**src/rtl/lottery_pkg.sv**
```systemverilog
// lottery_pkg: shared widths, FSM states and LFSR helpers for the lottery draw path
package lottery_pkg;
    localparam int NUM_W = 5;
    localparam int NUM_PICKS = 4;
    localparam int LFSR_W = 8;
    typedef enum logic [1:0] {IDLE, DRAW, FIN} state_t;
    function automatic logic [NUM_W-1:0] cand_of(input logic [LFSR_W-1:0] q);
        return q[NUM_W-1:0];
    endfunction
endpackage

```
**src/rtl/draw_lfsr.sv**
```systemverilog
// draw_lfsr: free-running 8-bit Fibonacci LFSR (taps 8,6,5,4), period 255
module draw_lfsr #(
    parameter int LFSR_W = 8,
    parameter logic [LFSR_W-1:0] SEED = 8'hA5
) (
    input  logic              clk,
    input  logic              rst,
    output logic [LFSR_W-1:0] q
);
    always_ff @(posedge clk or posedge rst)
        if (rst) q <= SEED;
        else q <= {q[LFSR_W-2:0], q[7] ^ q[5] ^ q[4] ^ q[3]};
endmodule

```
**src/rtl/draw_generator.sv**
```systemverilog
// draw_generator: draws four distinct numbers in 1..MAX_NUM from an LFSR, aborting after MAX_TRIES candidates
module draw_generator import lottery_pkg::*; #(
    parameter int MAX_NUM = 31,
    parameter logic [LFSR_W-1:0] SEED = 8'hA5,
    parameter int MAX_TRIES = 255
) (
    input  logic             clk,
    input  logic             rst,
    input  logic             start,
    output logic [NUM_W-1:0] w1,
    output logic [NUM_W-1:0] w2,
    output logic [NUM_W-1:0] w3,
    output logic [NUM_W-1:0] w4,
    output logic             busy,
    output logic             done,
    output logic             err
);
    localparam int TW = $clog2(MAX_TRIES + 1);
    state_t state, state_n;
    logic [NUM_W-1:0] w [NUM_PICKS];
    logic [NUM_W-1:0] w_n [NUM_PICKS];
    logic [1:0] idx, idx_n;
    logic [TW-1:0] tries, tries_n;
    logic busy_n, done_n, err_n, hit, valid, last;
    logic [LFSR_W-1:0] lfsr;
    logic [NUM_W-1:0] cand;

    draw_lfsr #(.LFSR_W(LFSR_W), .SEED(SEED)) u_lfsr (.clk(clk), .rst(rst), .q(lfsr));

    assign cand = cand_of(lfsr);
    assign w1 = w[0];
    assign w2 = w[1];
    assign w3 = w[2];
    assign w4 = w[3];

    // empty slots hold zero, which is already rejected, so all four can be compared
    always_comb begin
        hit = 1'b0;
        for (int i = 0; i < NUM_PICKS; i++) hit = hit | (cand == w[i]);
        valid = (cand != '0) && (cand <= NUM_W'(MAX_NUM)) && !hit;
        last = idx == 2'(NUM_PICKS - 1);
    end

    always_comb begin
        state_n = state;
        w_n = w;
        idx_n = idx;
        tries_n = tries;
        busy_n = busy;
        done_n = done;
        err_n = err;
        if (state != DRAW && start) begin
            state_n = DRAW;
            w_n = '{default: '0};
            idx_n = '0;
            tries_n = '0;
            busy_n = 1'b1;
            done_n = 1'b0;
            err_n = 1'b0;
        end else if (state == DRAW) begin
            tries_n = tries + 1'b1;
            if (valid) begin
                w_n[idx] = cand;
                idx_n = idx + 2'd1;
            end
            // a 4th accept on the final try still completes the draw
            if (valid && last) begin
                busy_n = 1'b0;
                done_n = 1'b1;
                state_n = FIN;
            end else if (tries == TW'(MAX_TRIES - 1)) begin
                busy_n = 1'b0;
                err_n = 1'b1;
                w_n = '{default: '0};
                state_n = IDLE;
            end
        end
    end

    always_ff @(posedge clk or posedge rst)
        if (rst) begin
            state <= IDLE;
            w <= '{default: '0};
            idx <= '0;
            tries <= '0;
            busy <= 1'b0;
            done <= 1'b0;
            err <= 1'b0;
        end else begin
            state <= state_n;
            w <= w_n;
            idx <= idx_n;
            tries <= tries_n;
            busy <= busy_n;
            done <= done_n;
            err <= err_n;
        end
endmodule

```
**config.mk**
```make
export PLATFORM = sky130hd
export DESIGN_NAME = draw_generator
export DESIGN_NICKNAME = d
export VERILOG_FILES = /design/src/rtl/lottery_pkg.sv /design/src/rtl/draw_lfsr.sv /design/src/rtl/draw_generator.sv
export SDC_FILE = /design/constraint.sdc
export NUM_CORES = 1
export LEC_CHECK = 0
export ABC_AREA = 1
export CORE_ASPECT_RATIO = 1.25
export CORE_UTILIZATION = 52
export DETAILED_ROUTE_END_ITERATION = 10
export PLACE_DENSITY = 0.76
export SETUP_SLACK_MARGIN = 0.15
export SLEW_MARGIN = 20
export SYNTH_ARGS = -nofsm -noshare
export SYNTH_HDL_FRONTEND = slang
export SYNTH_SLANG_ARGS = --single-unit
```
**constraint.sdc**
```tcl
create_clock -name clk -period 1.8 [get_ports clk]
set_clock_uncertainty 0.05 [all_clocks]
set_input_delay 0.27 -clock clk [delete_from_list [all_inputs] [get_ports clk]]
set_output_delay 0.27 -clock clk [all_outputs]
set_load 0.01 [all_outputs]
```
==> impl_metrics.ini, run 1 <==
[outcome]
status = finished with violations
violations = setup timing

[worst_setup_path]
reg2regPathDepth = 11
startpoint = u_lfsr.q[0]
cp.buffers_inverters = 3
start_kind = register
critical-path-max-stage-delay_ns = 0.59
critical_path.top_delay_family = simple AND/OR/NAND/NOR gates
cp.arrival_ns = 2.19
cp.required_ns = 1.99
cp_max_fo = 5
cpMaxStageDelayCell = dfstp_2
path_cells = buf_6 -> xor2_1 -> nor2_1 -> nand2_2 -> inv_1 -> nor2_4 -> nand4_4 -> nand2_4 -> clkbuf_16 -> nand2_1 -> nand2_1
r2r_slack_ns = -0.19
path_class = register to register
r2r-start = u_lfsr.q[0]
critPathMostFrequentCell = nand2_1
cp-end-kind = register
path_depth = 11

[grt]
antenna_found_initial = 0
overflow = 0
grt_pass1_vias = 2614
grt_pass1_wl_mm = 11.8
grt_max_degree = 43
track_usage = 0.292

[sta]
fmax_mhz = 502
worst_pin_slew_ns = 0.495
holdWs_ns = 0.281
maxSlewViolCount = 0
setup_viol = 24
slew_headroom = 0.670
hold_viol = 0
fin_tns_setup_ns = -3.62
period_needed_ns = 1.99
post-route-period-util = 1.11
fin_ws_ns = -0.193
rsz0062_at_grt = true

[synth]
synth_top_area_frac = 0.351
synthMostInstantiatedCell = nand2_1
synthTopCellsByCount = nand2_1 (133), nor2_1 (80), dfrtp_1 (38)
synth_nets = 413
yosys.cell_types.count = 31
ys.flop_type = dfrtp_1
yosys-top-cells-area = dfrtp_1 (35%), nand2_1 (18%), nor2_1 (11%)
avgSynthCellArea_um2 = 6.71
syn_inst = 404
async_reset_ff_frac = 1.00
ys_seq_area_frac = 0.389
synth_seq_cells = 42
synth_enable_flop_cells = 0
synthesis.area_um2 = 2710
synth_top_cell_by_area = dfrtp_1
yosys_warnings = 0

[route]
via_per_inst = 5.50
firstDrtPassIters = 5
vias = 2969
routedWlPerCell_um = 15.7
detail_route.iter0.violations = 315
wirelength_mm = 8.50
ant_nets = 0
route.detailed.drc = 0

[finish]
fin_area_um2 = 3760
nets = 486
insertedDiodeCount = 0
drive_gt1_frac = 0.253
post-route-util = 0.746
fin_cells = 540
nFillCells = 330
syn2layout_area_growth_pct = 38.7

[placed_design]
dpl_cell_area_um2 = 3250
port_buffers = 25
dp.cells = 510
place.gp.congestion = 0.910
pre_cts_ws_ns = -0.186
hpwl_mm = 4.53

[power_and_ir_drop]
peakVddDrop_mv = 0.624
power_mw = 2.43
cellPowerDensity_nw_per_um2 = 646
p_leak_nw = 2.17

[clock_network]
cts_made_buffers = 5
clockBufferDepth = 2
clock_latency_ns = 0.30
htree_num_levels = 2
cts_root_buf = clkbuf_8
cts_tree = done
clock_sinks = 42
path_clk_slew_ns = 0.08

[floorplanning]
core_area_um2 = 5040
die_w_um = 66.6
start_util = 0.538
rows = 29
dieArea_um2 = 5510
fp.dieH_um = 82.8
ios = 26

[job]
maxCapViolCount = 0

[hold_path]
min_path_type = input pin to asynchronous set/reset pin
tightest hold or removal path, cell delays in order:
cell and delay, ns:
clkdlybuf4s50_1 0.40, inv_1 0.09, buf_12 0.25
flip-flops by register name (all words and copies together) (netlist names), 2 cells and up:
signal	flops
idx	2
state	2
tries	8
u_lfsr.q	8
w1	5
w2	5
w3	5
w4	5
final cells by class:
cell class	instances	area, µm²	share of cell area
well taps	62	77.6	0.0206
multi-input cells	305	1550	0.411
flip-flops and latches	42	1060	0.282
inverters	40	155	0.0412
clock inverters	2	37.5	0.00997
repair buffers	83	813	0.216
clock buffers	6	72.6	0.0193
cells in the final DEF (no fill, tap or decap), types with 2 or more instances in the layout:
master	netlist	final
nand2_1	133	119
nor2_1	80	67
buf_4	6	44
dfrtp_1	38	35
inv_1	35	33
a21oi_1	23	23
nor3_1	21	18
nand2_2	3	12
nor2_2	2	11
nand3_1	12	10
clkdlybuf4s50_1	0	9
dlymetal6s2s_1	0	9
buf_6	4	7
dlygate4sd2_1	0	7
nor2_4	1	6
o21ai_0	7	6
ha_1	6	6
nand2_4	0	5
clkbuf_8	0	5
buf_12	0	5
inv_2	4	4
xnor2_1	4	4
xor2_1	4	4
dfstp_2	4	4
nand3_2	1	3
dfrtp_2	0	3
inv_4	0	2
nor3_2	0	2
kinds of logic (layout without fill, tap and decap cells):
logic type	count (synthesis)	count (layout)	synth area share
XOR/XNOR	8	8	0.0258
AND/OR/NAND/NOR	257	258	0.391
flip-flops	42	42	0.389
buffers and inverters	58	131	0.101
multiplexers	1	1	0.00415
adder cells (fa/ha/maj)	6	6	0.0277
AO/OA/AOI/OAI	32	32	0.0613
where the power goes:
part           internal [mW]  total (mW)  leakage, nW  switching, mW
sequential             0.987        1.03        0.562         0.0477
combinational          0.252       0.640         1.56          0.387
clock                  0.414       0.758       0.0514          0.344
per-layer routing:
metal | up-vias | wire [µm] | GRT usage | part of all wire
met3 | 47 | 549 | 0.0412 | 0.065
met5 | - | 0 | 0 | 0
met4 | 0 | 456 | 0.153 | 0.054
li1 | 1394 | - | - | -
met1 | 1376 | 3140 | 0.325 | 0.37
met2 | 152 | 4350 | 0.531 | 0.51
what timing repair did:
action                                  CTS  global route
hold buffers                              0             0
resized for setup                        29            51
cloned                                    1             2
endpoints found under the setup margin   40            40
buffers inserted                         16             3
pin swaps                                10            16
worst paths after layout:
kind	to
worst max-delay path	w3[0]
worst min-delay path	w3[1]
worst max register to register	w3[0]
worst min register to register	u_lfsr.q[7]
max in group asynchronous	u_lfsr.q[5]
min in group clk	u_lfsr.q[7]
No activity file was read; power rests on OpenSTA's default activity.
==> run 2: changes to the inputs <==
--- a/config.mk
+++ b/config.mk
@@ -7,9 +7,9 @@
 export LEC_CHECK = 0
 export ABC_AREA = 1
 export CORE_ASPECT_RATIO = 1.25
-export CORE_UTILIZATION = 52
+export CORE_UTILIZATION = 57
 export DETAILED_ROUTE_END_ITERATION = 10
-export PLACE_DENSITY = 0.76
+export PLACE_DENSITY = 0.8
 export SETUP_SLACK_MARGIN = 0.15
 export SLEW_MARGIN = 20
 export SYNTH_ARGS = -nofsm -noshare
==> constraint.sdc (replaced) <==
create_clock -name clk -period 1.95 [get_ports clk]
set_clock_uncertainty 0.05 [all_clocks]
set_input_delay 0.2925 -clock clk [delete_from_list [all_inputs] [get_ports clk]]
set_output_delay 0.2925 -clock clk [all_outputs]
set_load 0.01 [all_outputs]
==> run 2 against run 1 <==
Effect of this change: the flow now finishes without violations; final area down 10%; sequential cell count unchanged; sequential power down 7%; highest routed layer unchanged.
==> impl_metrics.ini, run 2 (synthesis gave the netlist of run 1 again) <==
[floorplanning]
ios = 26
fp.dieH_um = 79.1
core_area_um2 = 4490
dieArea_um2 = 5040
rows = 27
die_w_um = 63.7
start_util = 0.604

[power_and_ir_drop]
cellPowerDensity_nw_per_um2 = 617
p_leak_nw = 1.77
peakVddDrop_mv = 0.720
power_mw = 2.09

[worst_setup_path]
path_cells = buf_6 -> nand2_1 -> inv_1 -> nor2_1 -> nor2_1 -> nand3_1 -> nand2_4 -> nor2_4 -> nor2_1 -> nor2_2 -> nand2_1 -> nand2_1
start_kind = register
cp.required_ns = 2.09
cp.buffers_inverters = 2
cpMaxStageDelayCell = dfstp_2
cp-end-kind = register
cp.arrival_ns = 2.05
critical_path.top_delay_family = simple AND/OR/NAND/NOR gates
cp_max_fo = 11
path_class = register to register
critical-path-max-stage-delay_ns = 0.60

[route]
firstDrtPassIters = 4
vias = 2723
routedWlPerCell_um = 14.4
ant_nets = 0
detail_route.iter0.violations = 203
wirelength_mm = 7.20
route.detailed.drc = 0
via_per_inst = 5.45

[grt]
grt_max_degree = 43
antenna_found_initial = 0
overflow = 0
grt_pass1_vias = 2470
track_usage = 0.284
grt_pass1_wl_mm = 11.1

[outcome]
status = completed

[hold_path]
min_path_type = input pin to asynchronous set/reset pin

[clock_network]
cts_tree = done
path_clk_slew_ns = 0.08
clockBufferDepth = 2
cts_hold_buf = 0
htree_num_levels = 2
cts_made_buffers = 5
clock_latency_ns = 0.29
cts_root_buf = clkbuf_8
clock_sinks = 42

[finish]
fin_cells = 500
insertedDiodeCount = 0
nets = 450
fin_area_um2 = 3380
final_common_cell = nand2_1
most-common-layout-cells = nand2_1 (127), nor2_1 (75), dfrtp_1 (37)
post-route-util = 0.753
top_regs = tries (8), u_lfsr.q (8)
drive_gt1_frac = 0.149
syn2layout_area_growth_pct = 24.7

[placed_design]
hpwl_mm = 4.38
dpl_cell_area_um2 = 3060
port_buffers = 25
pre_cts_ws_ns = 0.00711
place.gp.congestion = 0.904
dp.cells = 485

[sta]
holdWs_ns = 0.307
worst_pin_slew_ns = 0.521
fmax_mhz = 525
fin_ws_ns = 0.0438
setup_viol = 0
period_needed_ns = 1.91
hold_viol = 0
rsz0062_at_grt = true
slew_headroom = 0.652
maxSlewViolCount = 0
fin_tns_setup_ns = 0
post-route-period-util = 0.978

[job]
maxCapViolCount = 0
-- run 2: layout make-up --
class | instances | area (µm²)
multi-input cells | 305 | 1480
fillers | 344 | 1110
flip-flops and latches | 42 | 1060
repair buffers | 47 | 526
inverters | 40 | 158
clock buffers | 7 | 86.3
well taps | 58 | 72.6
clock inverters | 1 | 5.00
-- run 2: worst register-to-register path, stage by stage, from the launching register on --
cell and delay [ns]:
dfstp_2 0.60, buf_6 0.13, nand2_1 0.05, inv_1 0.05
nor2_1 0.04, nor2_1 0.12, nand3_1 0.13, nand2_4 0.19
nor2_4 0.11, nor2_1 0.16, nor2_2 0.06, nand2_1 0.06
nand2_1 0.05
-- run 2: final timing paths --
check	from	end	slack (ns)	cells after the start
max in group asynchronous	rst	u_lfsr.q[5]	1.27	3
max reg2reg	u_lfsr.q[0]	w4[1]	0.04	12
min reg2reg	u_lfsr.q[6]	u_lfsr.q[7]	0.32	0
min in group clk	u_lfsr.q[6]	u_lfsr.q[7]	0.32	0
min	rst	tries[2]	0.31	3
max	u_lfsr.q[0]	w4[1]	0.04	12
-- run 2: where the power goes --
group	switching (mW)	internal (mW)
registers	0.0443	0.911
logic	0.317	0.221
clock network	0.307	0.286
total	0.668	1.42
-- run 2: layer usage --
layer,vias to the layer above,part of all wire,global-route usage
li1,1325,-,-
met1,1266,0.38,0.334
met2,105,0.53,0.499
met3,27,0.058,0.0517
met4,0,0.038,0.125
met5,-,0,0
-- run 2: repair_timing --
| action | CTS | global route |
|---|---|---|
| setup buffers | 1 | 2 |
| pin swaps | 3 | 8 |
| endpoints found under the setup margin | 23 | 25 |
| gates resized for setup | 10 | 28 |
| cloned | 2 | 2 |
